===== src/rtl/microwave_cook_controller.sv =====
// Microwave cook sequencer: BCD MM:SS keypad entry, one-second prescaler,
// countdown while heating, door/pause/clear handling and end-of-cook beep.
module microwave_cook_controller #(
  parameter int TICKS_PER_SEC  = 50000000,
  parameter int DONE_BEEP_SECS = 3
) (
  input  logic       clk,
  input  logic       rst_n,
  input  logic       key_valid,
  input  logic [3:0] key_digit,
  input  logic       start,
  input  logic       stop_clear,
  input  logic       door_open,
  output logic       magnetron_on,
  output logic       beep,
  output logic       sec_tick,
  output logic [2:0] state,
  output logic [3:0] min_tens,
  output logic [3:0] min_ones,
  output logic [3:0] sec_tens,
  output logic [3:0] sec_ones
);

  localparam int PW = $clog2(TICKS_PER_SEC);
  localparam int BW = $clog2(DONE_BEEP_SECS + 1);
  localparam logic [PW-1:0] PRE_TC    = PW'(TICKS_PER_SEC - 1);
  localparam logic [BW-1:0] BEEP_LAST = BW'(DONE_BEEP_SECS - 1);

  typedef enum logic [2:0] {
    S_IDLE  = 3'd0,
    S_SET   = 3'd1,
    S_COOK  = 3'd2,
    S_PAUSE = 3'd3,
    S_DONE  = 3'd4
  } state_t;

  state_t        st, st_nx;
  logic [15:0]   tm, tm_nx;
  logic [PW-1:0] pre, pre_nx;
  logic [BW-1:0] bcnt, bcnt_nx;
  logic          tick_nx;

  // One-second BCD decrement; never called on 00:00.
  function automatic logic [15:0] bcd_dec(input logic [15:0] t);
    logic [3:0] mt, mo, s1, s0;
    {mt, mo, s1, s0} = t;
    if (s0 != 4'd0) s0 = s0 - 4'd1;
    else begin
      s0 = 4'd9;
      if (s1 != 4'd0) s1 = s1 - 4'd1;
      else begin
        s1 = 4'd5;
        if (mo != 4'd0) mo = mo - 4'd1;
        else begin
          mo = 4'd9;
          mt = mt - 4'd1;
        end
      end
    end
    return {mt, mo, s1, s0};
  endfunction

  always_comb begin
    st_nx   = st;
    tm_nx   = tm;
    pre_nx  = pre;
    bcnt_nx = bcnt;
    tick_nx = 1'b0;
    case (st)
      S_IDLE: begin
        if (!stop_clear && !door_open && !start && key_valid && key_digit <= 4'd9) begin
          tm_nx = {tm[11:0], key_digit};
          st_nx = S_SET;
        end
      end
      S_SET: begin
        if (stop_clear) begin
          tm_nx = 16'h0000;
          st_nx = S_IDLE;
        end else if (door_open) begin
          st_nx = S_SET;
        end else if (start) begin
          if (tm != 16'h0000) begin
            st_nx  = S_COOK;
            pre_nx = '0;
            if (tm[7:4] > 4'd5) tm_nx[7:0] = 8'h59;
          end
        end else if (key_valid && key_digit <= 4'd9) begin
          tm_nx = {tm[11:0], key_digit};
        end
      end
      S_COOK: begin
        // Pausing freezes the prescaler, even on its terminal count.
        if (stop_clear || door_open) begin
          st_nx = S_PAUSE;
        end else if (pre == PRE_TC) begin
          pre_nx  = '0;
          tick_nx = 1'b1;
          tm_nx   = bcd_dec(tm);
          if (tm_nx == 16'h0000) begin
            st_nx   = S_DONE;
            bcnt_nx = '0;
          end
        end else begin
          pre_nx = pre + 1'b1;
        end
      end
      S_PAUSE: begin
        if (stop_clear) begin
          tm_nx  = 16'h0000;
          pre_nx = '0;
          st_nx  = S_IDLE;
        end else if (!door_open && start) begin
          st_nx = S_COOK;
        end
      end
      S_DONE: begin
        if (stop_clear || door_open) begin
          pre_nx = '0;
          st_nx  = S_IDLE;
        end else if (pre == PRE_TC) begin
          pre_nx = '0;
          if (bcnt == BEEP_LAST) st_nx = S_IDLE;
          else bcnt_nx = bcnt + 1'b1;
        end else begin
          pre_nx = pre + 1'b1;
        end
      end
      default: begin
        st_nx  = S_IDLE;
        tm_nx  = 16'h0000;
        pre_nx = '0;
      end
    endcase
  end

  always_ff @(posedge clk) begin
    if (!rst_n) begin
      st           <= S_IDLE;
      tm           <= 16'h0000;
      pre          <= '0;
      bcnt         <= '0;
      magnetron_on <= 1'b0;
      beep         <= 1'b0;
      sec_tick     <= 1'b0;
    end else begin
      st           <= st_nx;
      tm           <= tm_nx;
      pre          <= pre_nx;
      bcnt         <= bcnt_nx;
      magnetron_on <= (st_nx == S_COOK);
      beep         <= (st_nx == S_DONE);
      sec_tick     <= tick_nx;
    end
  end

  assign state    = st;
  assign min_tens = tm[15:12];
  assign min_ones = tm[11:8];
  assign sec_tens = tm[7:4];
  assign sec_ones = tm[3:0];

endmodule

===== config.mk =====
export PLATFORM = sky130hd
export DESIGN_NAME = microwave_cook_controller
export DESIGN_NICKNAME = d
export VERILOG_FILES = /design/src/rtl/microwave_cook_controller.sv
export SDC_FILE = /design/constraint.sdc
export NUM_CORES = 1
export LEC_CHECK = 0
export ABC_AREA = 1
export ABC_CLOCK_PERIOD_IN_PS = 4300
export BUFFER_PORTS_ARGS = -buffer_cell sky130_fd_sc_hd__buf_2
export CORE_AREA = 2 2 68 135
export DETAILED_ROUTE_END_ITERATION = 6
export DIE_AREA = 0 0 70 137
export PLACE_DENSITY = 0.55
export SKIP_LAST_GASP = 1
export SLEW_MARGIN = 20
export SYNTH_ARGS = -nofsm -noshare
export SYNTH_HDL_FRONTEND = slang
export SYNTH_SLANG_ARGS = --single-unit

===== constraint.sdc =====
create_clock -name clk -period 4.3 [get_ports clk]
set_input_delay 0.645 -clock clk [delete_from_list [all_inputs] [get_ports clk]]
set_output_delay 0.645 -clock clk [all_outputs]
set_load 0.02 [all_outputs]

==> impl_summary.md <==
Timing
The total setup violations reported at the end of the flow is 0. Derived from the worst setup path, the maximum achievable clock frequency is 0.343 GHz. Setup repair after global routing left no endpoint under its margin. Adding up every negative setup slack in the final design gives 0 ns.

For the final database, setup skew stands at approximately 0.0087 ns. The share of the clock period used by the worst path after layout is between 60% and 70%. The shortest clock period the worst path allows after layout is 2.92 ns. For the pin with the worst max-slew slack, the measured transition is about 0.65 ns. The worst-case headroom to the max-slew limit is around 57%. The number of endpoints with negative hold slack in the final report came to 0. The max-slew violation count is 0.

Final hold analysis gives a worst-case slack of 0.489 ns.

Placed design
The standard cell area after detailed placement is ~0.0035 mm^2. Once detailed placement completed, the half-perimeter wirelength came to roughly 8000 um. At the end of routability-driven placement, the weighted congestion stood at just under 0.9. The number of buffers inserted by port buffering is 31.

Logic synthesis
Yosys printed 0 warnings. A synthesized cell averages around 6.4 um^2. The register area share after synthesis is ~31%. Synthesis inferred 50 register bits. In the synthesized netlist the async set-or-reset flop fraction comes to 0%.

The mapped netlist covers roughly 0.0033 mm^2. The cell count after synthesis came out at about 510. In this run, synthesis inferred 0 flip-flops with an integrated enable. After synthesis, the cell types taking the most area are sky130_fd_sc_hd__dfxtp_1, sky130_fd_sc_hd__nand2_1, sky130_fd_sc_hd__inv_1.

The number of unique standard cell types used by synthesis is 40. The dominant synthesized flop cell is sky130_fd_sc_hd__dfxtp_1. In the synthesized netlist, the cells that appear most often are sky130_fd_sc_hd__nand2_1, sky130_fd_sc_hd__inv_1, sky130_fd_sc_hd__nor2_1, sky130_fd_sc_hd__dfxtp_1, sky130_fd_sc_hd__o21ai_0. The share of the synthesized area in the top cell type is 30.6%. The biggest area contributor in the post-synthesis netlist is sky130_fd_sc_hd__dfxtp_1. The number of nets produced by synthesis is 531. The most frequent cell after synthesis is sky130_fd_sc_hd__nand2_1.

Clock tree
The tree is rooted in a sky130_fd_sc_hd__clkbuf_16. TritonCTS built the clock tree. Counting every sink on the clock net gives 50.

The clock reaches the later pin of the worst-skew pair after between 0.2 and 0.3 ns. After clock tree synthesis, the repair step resized 0 gates. The maximum root-to-sink buffer count is 2. The number of buffers inserted to repair setup after CTS is 0.

The clock slew seen by the registers of the worst setup and hold paths is roughly 0.070 ns. The depth of the CTS H-tree is 2. The count of hold-fix buffers inserted at cts is 0. Buffers inserted during clock tree synthesis total 5.

Setup path
The signal on the critical path passes through inv_1 > ha_1 > nand2_2 > nor2_4 > nand4_2 > nand3_1 > nand2_1 > nand2_2 > inv_2 > nand2_1 > nand2_2 > inv_2 > o21ai_1 > a21oi_1. The critical path capture point is pre[4]. For this run, the slowest stage of the critical path takes 0.33 ns. The peak fanout along the critical path is 22. The depth of the worst register-to-register path is 14. The arrival time at the worst endpoint is about 3.1 ns. The register-to-register setup slack is around 1.4 ns.

The largest individual stage delay along the critical path comes from the cell sky130_fd_sc_hd__dfxtp_1. The endpoint identified for the worst register-to-register timing path is pre[4]. The kind of end point of the critical path is a register. The origin of the critical flop-to-flop path is tm[0]. The most used cell along the critical path is sky130_fd_sc_hd__nand2_2. The most critical setup path has its startpoint at tm[0].

The type of the worst setup path is reg2reg. The worst setup path is launched from a register. The required time at the endpoint of the critical path is approximately 4.5 ns.

Finish
The net total in the final layout is 558. The total non-filler cell area in the finished layout is about 0.0037 mm^2. The antenna diode count is 0. Compared with the post-synthesis result, the final layout area differs by 11.5%. The post-route netlist has between 10% and 20% of its cells at a drive strength greater than 1. The filler cell count is between 900 and 1000.

Global routing
Global routing consumed, over all layers together, about a fifth of the routing resources. The number of global-route vias before repair came to 3437. The largest net degree at the start of global routing is 23. The global-route wire length before repair is between 15000 and 20000 um.

The initial antenna violation count is 0. The total overflow left after global routing is 0.

Route
The total wirelength of the detailed-routed design is slightly below 10000 um. The detailed-router iteration count before antenna repair is 4. The total via count in the routed design is roughly 3500. The detail-routed net length per standard cell is between 15 and 20 um. The remaining design rule violation count is 0. The detail-routed via count per cell is approximately 5.4. The count of nets left with antenna violations once routing finished came out at 0. The DRC marker count from the first detailed-route iteration is around 160.

Power
For this design the static power due to leakage is 1.54 nW. The power per unit of standard cell area is 700 mW/mm^2. The maximum VDD drop is around 0.51 mV.

Floorplan
The initial utilization of the core area, before any placement, comes to between 30% and 40%. For this design the top-level I/O count stands at 32. The floorplan step defined a die boundary enclosing 0.00959 mm^2.

From bottom edge to top edge, the die measures 137 um. Measured along the x axis, the die boundary spans 70 um. The floorplan has 48 rows. The standard cell core area is between 0.008 and 0.009 mm^2.

Outcome
The run finished with clean final reports.

Run
The reported max-cap violation count is 0.

Worst hold path
The worst hold path belongs to the class reg2reg.
worst max-delay path, delay by kind of cell (launching register included):
| family | cells | cell delay (ns) |
|---|---|---|
| AOI/OAI and AO/OA | 2 | 0.21 |
| adders and majority gates | 1 | 0.23 |
| buffers and inverters | 3 | 0.62 |
| DFF | 1 | 0.33 |
| and+or+nand+nor | 8 | 1.44 |
cells in the final DEF, fill, tap and decap left out, drive strengths merged, types with 4 or more instances in the layout:
master    n
nand2   125
inv      73
nor2     73
dfxtp    50
o21ai    39
nand3    33
buf      32
a21oi    27
nor3     22
nand4    13
clkbuf    8
ha        7
xor2      6
o21a      4
nand3b    4
layout make-up:
| class | count | area (um^2) | area share (%) |
|---|---|---|---|
| Clock buffer | 8 | 166 | 4.56 |
| Tap cell | 100 | 125 | 3.43 |
| Sequential cell | 50 | 1000 | 27.4 |
| Multi-Input combinational cell | 379 | 1920 | 52.7 |
| Inverter | 73 | 274 | 7.50 |
| Timing Repair Buffer | 32 | 163 | 4.45 |
through the flow:
step	std cells	total power [mW]	util (%)	setup slack (ns)
finish	642	2.56	42.8	1.38
global route	642	2.77	42.8	1.08
CTS	642	2.57	42.8	1.41
detailed placement	634	2.12	40.9	1.42
global placement	634	2.11	40.9	1.54
floorplan	514	1.77	-	2.34
worst min path at each step:
stage,slack [ns],to,startpoint,depth (start not counted)
after floorplan,0.45,pre[4],pre[4],2
after global placement,0.47,pre[1],pre[1],2
after detailed placement,0.48,pre[4],pre[4],2
after CTS,0.49,pre[4],pre[4],2
after global routing,0.52,pre[25],pre[25],2
final,0.49,pre[1],pre[1],2
sequential cells by signal, summed over array words and instances (netlist names):
name	flops
beep	1
magnetron_on	1
tm	16
sec_tick	1
bcnt	2
state	3
pre	26
cell families after synthesis:
logic type               Yosys count  share of synthesized area, %
AO/OA/AOI/OAI                     88                          15.4
XOR/XNOR                           7                          1.87
adder cells (fa/ha/maj)            7                          2.67
buffers and inverters             85                          10.7
flip-flops                        50                          30.6
AND/OR/NAND/NOR                  277                          38.8
layer usage:
layer	vias to the layer above	global-route usage, %	wire length, um
met1	1617	17.9	3400
met2	98	42.6	5600
li1	1730	-	-
met5	-	0	0
met4	0	15.0	588
met3	43	2.21	226
where the power goes:
group / total (mW) / switching [mW] / internal [mW]
combinational: 1.48 / 1.05 / 0.436
sequential: 0.634 / 0.0962 / 0.538
clock: 0.439 / 0.175 / 0.264
No activity file was read; power rests on OpenSTA's default activity.
